## config.mk

```make
export PLATFORM = sky130hd
export DESIGN_NAME = cci_mpf_tx_chan_buf
export DESIGN_NICKNAME = d
export VERILOG_FILES = /design/src/rtl/cci_mpf_tx_chan_buf.sv
export SDC_FILE = /design/constraint.sdc
export NUM_CORES = 1
export LEC_CHECK = 0
export CAP_MARGIN = 20
export CORE_MARGIN = 1
export CORE_UTILIZATION = 63
export DETAILED_ROUTE_END_ITERATION = 8
export PLACE_DENSITY = 0.89
export REMOVE_ABC_BUFFERS = 1
export SLEW_MARGIN = 0
export SYNTH_ARGS = -nofsm -noshare
export SYNTH_HDL_FRONTEND = slang
export SYNTH_SLANG_ARGS = --single-unit
export TNS_END_PERCENT = 100
```

## constraint.sdc

```tcl
create_clock -name clk -period 5.9 [get_ports clk]
set_input_delay 1.18 -clock clk [delete_from_list [all_inputs] [get_ports clk]]
set_output_delay 1.18 -clock clk [all_outputs]
set_load 0.05 [all_outputs]
```

## src/rtl/cci_mpf_tx_chan_buf.sv

```systemverilog
// ---------------------------------------------------------------------------
// cci_mpf_tx_chan_buf
//
// Per-channel elastic buffer between an AFU request source and the FIU.
// Each of the N_CHAN channels owns a private FIFO, pointer pair, occupancy
// counter and sticky overflow flag. Channels never interact.
//
// The AFU pushes whenever afu_tx_valid[i] is high. It is told to slow down
// through afu_tx_alm_full[i], which is decoded from the registered occupancy.
// Entries drain toward the FIU one per cycle while fiu_tx_alm_full[i] is low.
// fiu_tx_valid/fiu_tx_data are registered, so an entry pushed at one edge can
// appear at the FIU after the following edge at the earliest.
//
// Ports
//   clk               sole clock, rising edge
//   reset             asynchronous, active-high reset
//   afu_tx_valid      [N_CHAN]             per-channel push request
//   afu_tx_data       [N_CHAN*DATA_WIDTH]  payloads, channel i at [i*DATA_WIDTH +: DATA_WIDTH]
//   afu_tx_alm_full   [N_CHAN]             occupancy >= DEPTH - ALM_FULL_SLACK
//   fiu_tx_alm_full   [N_CHAN]             FIU back-pressure, blocks pops
//   fiu_tx_valid      [N_CHAN]             registered request valid toward FIU
//   fiu_tx_data       [N_CHAN*DATA_WIDTH]  registered payloads toward FIU
//   occupancy         [N_CHAN*CW]          registered entry count per channel
//   overflow          [N_CHAN]             sticky: a push was dropped while full
// ---------------------------------------------------------------------------
module cci_mpf_tx_chan_buf #(
  parameter int N_CHAN         = 2,
  parameter int DATA_WIDTH     = 16,
  parameter int DEPTH          = 8,
  parameter int ALM_FULL_SLACK = 3
) (
  input  logic                                   clk,
  input  logic                                   reset,
  input  logic [N_CHAN-1:0]                      afu_tx_valid,
  input  logic [N_CHAN*DATA_WIDTH-1:0]           afu_tx_data,
  output logic [N_CHAN-1:0]                      afu_tx_alm_full,
  input  logic [N_CHAN-1:0]                      fiu_tx_alm_full,
  output logic [N_CHAN-1:0]                      fiu_tx_valid,
  output logic [N_CHAN*DATA_WIDTH-1:0]           fiu_tx_data,
  output logic [N_CHAN*($clog2(DEPTH)+1)-1:0]    occupancy,
  output logic [N_CHAN-1:0]                      overflow
);

  localparam int PW = $clog2(DEPTH);
  localparam int CW = $clog2(DEPTH) + 1;

  localparam logic [CW-1:0] FULL_COUNT = CW'(DEPTH);
  localparam logic [CW-1:0] ALM_COUNT  = CW'(DEPTH - ALM_FULL_SLACK);

  for (genvar i = 0; i < N_CHAN; i++) begin : g_chan

    logic [DATA_WIDTH-1:0] mem [DEPTH];
    logic [PW-1:0]         wr_ptr;
    logic [PW-1:0]         rd_ptr;
    logic [CW-1:0]         count;
    logic                  out_valid;
    logic [DATA_WIDTH-1:0] out_data;
    logic                  ovf;
    logic                  pop;
    logic                  push_ok;
    logic                  push_drop;

    // Pop and push decisions look only at the count before this edge, so an
    // entry written at this edge can never be popped at the same edge. A pop
    // at the same edge frees a slot, which lets a push into a full FIFO land.
    assign pop       = (count != '0) && !fiu_tx_alm_full[i];
    assign push_ok   = afu_tx_valid[i] && ((count != FULL_COUNT) || pop);
    assign push_drop = afu_tx_valid[i] && !push_ok;

    // Payload storage carries no reset; the pointers alone define validity.
    always_ff @(posedge clk) begin
      if (push_ok) begin
        mem[wr_ptr] <= afu_tx_data[i*DATA_WIDTH +: DATA_WIDTH];
      end
    end

    // Control state and the registered FIU-side outputs. Pointers are exactly
    // log2(DEPTH) bits wide, so incrementing past the end wraps naturally.
    always_ff @(posedge clk or posedge reset) begin
      if (reset) begin
        wr_ptr    <= '0;
        rd_ptr    <= '0;
        count     <= '0;
        out_valid <= 1'b0;
        out_data  <= '0;
        ovf       <= 1'b0;
      end else begin
        if (push_ok) begin
          wr_ptr <= wr_ptr + 1'b1;
        end
        if (pop) begin
          rd_ptr   <= rd_ptr + 1'b1;
          out_data <= mem[rd_ptr];
        end
        out_valid <= pop;
        if (push_ok && !pop) begin
          count <= count + 1'b1;
        end else if (!push_ok && pop) begin
          count <= count - 1'b1;
        end
        if (push_drop) begin
          ovf <= 1'b1;
        end
      end
    end

    assign fiu_tx_valid[i]                         = out_valid;
    assign fiu_tx_data[i*DATA_WIDTH +: DATA_WIDTH] = out_data;
    assign occupancy[i*CW +: CW]                   = count;
    assign overflow[i]                             = ovf;
    // Decoded purely from the count register: no path from any input.
    assign afu_tx_alm_full[i]                      = (count >= ALM_COUNT);

  end

endmodule

```

==> impl_summary.log <==
INFO  metric run_status = finished clean
INFO  metric numCtsBuffers = 30
INFO  metric drt-vias-per-instance = 6.223
INFO  metric post-cts-setup-buffers = 0
INFO  metric yosys.area.top_type_share = 0.6262
INFO  metric postSynthCellCount = 763
INFO  metric drt-initial-drc-count = 705
INFO  metric grt_first_pass_wirelength = 41,210 µm
INFO  metric layout.filler_cells = 1,047
INFO  metric max_freq = 286.5 MHz
INFO  metric drt-wirelength-per-cell = 24.12 µm
INFO  metric synth_area = 12,280 µm²
INFO  metric final.min_clock_period = 3.490 ns
INFO  metric unrepaired_setup_endpoints_after_global_routing = false
INFO  metric via_count_of_the_first_global_routing_pass = 7,266
INFO  metric h-tree-depth = 1
INFO  metric cp_data_arrival_time = 3.91 ns
INFO  metric setup.worst_path.end_class = flip-flop
INFO  metric worst_slew_pin_slew = 1.169 ns
INFO  metric netSwitchingPower = 2.890 mW
INFO  metric synth-async-reset-ratio = 0.1795
INFO  metric die_height = 141.6 µm
INFO  metric hold_violations = 0
INFO  metric power_switching_share = 0.3667
INFO  metric detailroute.via_count = 7,057
INFO  metric power_per_unit_of_standard_cell_area = 546.5 nW/µm²
INFO  metric netlist-cell-type-count = 38
INFO  metric comb_power_share = 0.339
INFO  metric total_die_area = 20,050 µm²
INFO  metric synth_seq_cells = 312
INFO  metric clockBufferDepth = 3
INFO  metric sequential_cell_area = 9096 µm²
INFO  metric tritoncts = built
INFO  metric wl = 27,350 µm
INFO  metric clockRootBuffer = sky130_fd_sc_hd__clkbuf_16
INFO  metric synth_top_cells_by_count = sky130_fd_sc_hd__edfxtp_1 (256), sky130_fd_sc_hd__mux2i_1 (129), sky130_fd_sc_hd__nand2_1 (91), sky130_fd_sc_hd__a22oi_1 (64), sky130_fd_sc_hd__dfrtp_1 (56)
INFO  metric drc = 0
INFO  metric cts.hold.buffers_added = 0
INFO  metric num-nets-final = 900
INFO  metric cts_num_sinks = 312
INFO  metric vdd_ir_drop_max = 376.4 µV
INFO  metric finalCoreUtilization = 0.7632
INFO  metric ys_dominant_reg_cell = sky130_fd_sc_hd__edfxtp_1
INFO  metric groute.usage.overall = 0.2764
INFO  metric setup_viol = 0
INFO  metric power_leakage = 5.366 nW
INFO  metric maxCapViolCount = 0
INFO  metric io_pins = 84
INFO  metric sequential_power_share = 0.416
INFO  metric top_cell_type_by_total_area_after_synthesis = sky130_fd_sc_hd__edfxtp_1
INFO  metric clkLatencyLatePin = 0.55 ns
INFO  metric timing.hold.worst.class = flip-flop to flip-flop
INFO  metric synth_seq_area_share = 0.7404
INFO  metric antenna-diode-count = 0
INFO  metric crit_required = 6.32 ns
INFO  metric post-dp-hpwl = 14,900 µm
INFO  metric antenna_left = 0
INFO  metric width_of_the_die = 141.6 µm
INFO  metric syn_to_final_growth = 17.47%
INFO  metric placed_instance_area = 13,370 µm²
INFO  metric post_layout_worst_setup_margin = 2.410 ns
INFO  metric slew-limit-headroom = 0.2204
INFO  metric grt-ovfl-total = 0
INFO  metric final.period_utilization = 0.5915
INFO  metric post_cts.resized_instances = 0
INFO  metric crit_fanout = 5
INFO  metric io_buffers = 83
INFO  metric yosys_warnings = 0
INFO  metric clkSlewWorstSetupHoldPaths = 0.06 ns
INFO  metric setup-tns-final = 0 ns
INFO  metric pwr-share-clk = 0.245
INFO  metric detail_route.first_pass.iterations = 5
INFO  metric dp_slack = 1.992 ns
INFO  metric critical_path_class = input pin to flip-flop
INFO  metric p_int = 4.990 mW
INFO  metric slew_viol_final = 0
INFO  metric clock-skew-final = 0.01710 ns
INFO  metric yosys.cell_count.top_type = sky130_fd_sc_hd__edfxtp_1
INFO  metric std_cell_rows = 50
INFO  metric design.core.area = 18,890 µm²
INFO  metric syn_avg_cell_area = 16.09 µm²
INFO  metric maximum_number_of_pins_on_one_net_before_global_route_repair = 67
INFO  metric final_area = 14,420 µm²
INFO  metric synth_edf_count = 256
INFO  metric layout-drive-gt1-share = 0.09382
INFO  metric critical_path.startpoint_type = input pin
INFO  metric start_util = 0.6497
INFO  metric synth_area_leaders = sky130_fd_sc_hd__edfxtp_1 (63%), sky130_fd_sc_hd__dfrtp_1 (11%), sky130_fd_sc_hd__mux2i_1 (11%), sky130_fd_sc_hd__a22oi_1 (3.9%), sky130_fd_sc_hd__nand2_1 (2.8%)
INFO  metric routabilityCongestion = 0.8246
INFO  metric combined_area_of_the_multi_input_logic_cells = 3004 µm²
INFO  metric antenna_violations_before_repair = 0
final cells by class:
class / instances / share of cell area
clock buffer: 44 / 0.05996
multi-input combinational: 401 / 0.2083
timing repair buffer: 95 / 0.06664
tap: 260 / 0.02256
sequential: 312 / 0.6308
clock inverter: 12 / 0.009111
inverter: 10 / 0.002603
final timing paths:
| check | from | endpoint | slack [ns] | depth (start not counted) |
|---|---|---|---|---|
| hold / removal | g_chan[0].ovf | g_chan[0].ovf | 0.46 | 1 |
| hold reg to reg | g_chan[0].ovf | g_chan[0].ovf | 0.46 | 1 |
| setup reg to reg | g_chan[0].count[0] | g_chan[0].count[3] | 2.74 | 10 |
| max in group asynchronous | reset | g_chan[0].rd_ptr[0] | 4.03 | 3 |
| setup / recovery | fiu_tx_alm_full[0] | g_chan[0].count[3] | 2.41 | 11 |
| min in group asynchronous | reset | g_chan[1].count[1] | 1.22 | 3 |
registers in the layout (all words and copies together), names as in the netlist:
| signal | cells |
|---|---|
| g_chan.wr_ptr | 6 |
| g_chan.count | 8 |
| g_chan.out_data | 32 |
| g_chan.rd_ptr | 6 |
| g_chan.mem | 256 |
| g_chan.out_valid | 2 |
| g_chan.ovf | 2 |
power by group through the flow:
stage | sequential [mW] | combinational, mW | clock, mW
final | 3.28 | 2.67 | 1.93
after global routing | 3.32 | 2.82 | 2.02
after CTS | 3.33 | 2.57 | 1.93
after detailed placement | 3.36 | 2.52 | 0
after global placement | 3.31 | 2.40 | 0
after floorplan | 3.75 | 1.24 | 0
worst max-delay path: stages:
cell and delay [ns]:
sky130_fd_sc_hd__clkdlybuf4s50_1 0.50, sky130_fd_sc_hd__nand2_1 0.07, sky130_fd_sc_hd__o21ai_1 0.30, sky130_fd_sc_hd__inv_2 0.13, sky130_fd_sc_hd__ha_1 0.25, sky130_fd_sc_hd__inv_1 0.17
sky130_fd_sc_hd__ha_1 0.26, sky130_fd_sc_hd__a21o_1 0.22, sky130_fd_sc_hd__a2111oi_2 0.41, sky130_fd_sc_hd__a31oi_1 0.09, sky130_fd_sc_hd__a221o_1 0.32
logic make-up (layout without fill, tap and decap cells):
| family | after synthesis | after routing | share of synthesized area |
|---|---|---|---|
| fa+ha+maj | 12 | 12 | 0.01345 |
| mux | 132 | 132 | 0.1079 |
| simple gates | 162 | 162 | 0.05718 |
| xor+xnor | 11 | 11 | 0.007848 |
| buf+inv | 50 | 161 | 0.02263 |
| compound gates | 84 | 84 | 0.05056 |
| flops | 312 | 312 | 0.7404 |
metrics by stage:
stage          hold WS [ns]  total power, mW  std cells
2_1_floorplan        0.4881            4.997        723
3_3_place_gp         0.4525            5.712       1075
3_5_place_dp         0.4551            5.884       1076
4_1_cts              0.4679            7.827       1132
5_1_grt              0.4878            8.164       1134
6_report             0.4631            7.880       1134
cells in the final DEF, fill, tap and decap left out, types with 3 or more instances in the layout:
master / netlist / final
sky130_fd_sc_hd__a21oi_1: 3 / 3
sky130_fd_sc_hd__a22oi_1: 64 / 64
sky130_fd_sc_hd__clkinv_2: 0 / 3
sky130_fd_sc_hd__bufinv_16: 0 / 3
sky130_fd_sc_hd__clkdlybuf4s50_1: 0 / 83
sky130_fd_sc_hd__mux2_2: 3 / 3
sky130_fd_sc_hd__inv_1: 6 / 5
sky130_fd_sc_hd__ha_1: 10 / 10
sky130_fd_sc_hd__nor2_2: 0 / 9
sky130_fd_sc_hd__o21ai_0: 5 / 5
sky130_fd_sc_hd__buf_4: 19 / 10
sky130_fd_sc_hd__clkbuf_16: 0 / 31
sky130_fd_sc_hd__clkbuf_1: 7 / 9
sky130_fd_sc_hd__clkinv_1: 2 / 7
sky130_fd_sc_hd__nand2b_1: 4 / 4
sky130_fd_sc_hd__clkbuf_8: 0 / 4
sky130_fd_sc_hd__inv_2: 2 / 3
sky130_fd_sc_hd__nor2_1: 12 / 3
sky130_fd_sc_hd__mux2i_1: 129 / 129
sky130_fd_sc_hd__xnor2_1: 10 / 10
sky130_fd_sc_hd__nand3_1: 33 / 33
sky130_fd_sc_hd__a21o_1: 4 / 4
sky130_fd_sc_hd__nand2_1: 91 / 91
sky130_fd_sc_hd__dfrtp_1: 56 / 54
sky130_fd_sc_hd__nor3_4: 0 / 5
sky130_fd_sc_hd__nor3_1: 12 / 6
sky130_fd_sc_hd__edfxtp_1: 256 / 256
routing by layer:
layer  global-route usage  routed length, µm
met5                    0                  0
met4              0.09281                496
met3              0.04624               2140
met2               0.4566              13890
met1               0.3790              10820
Note: power is estimated with default switching activity, not from simulation.
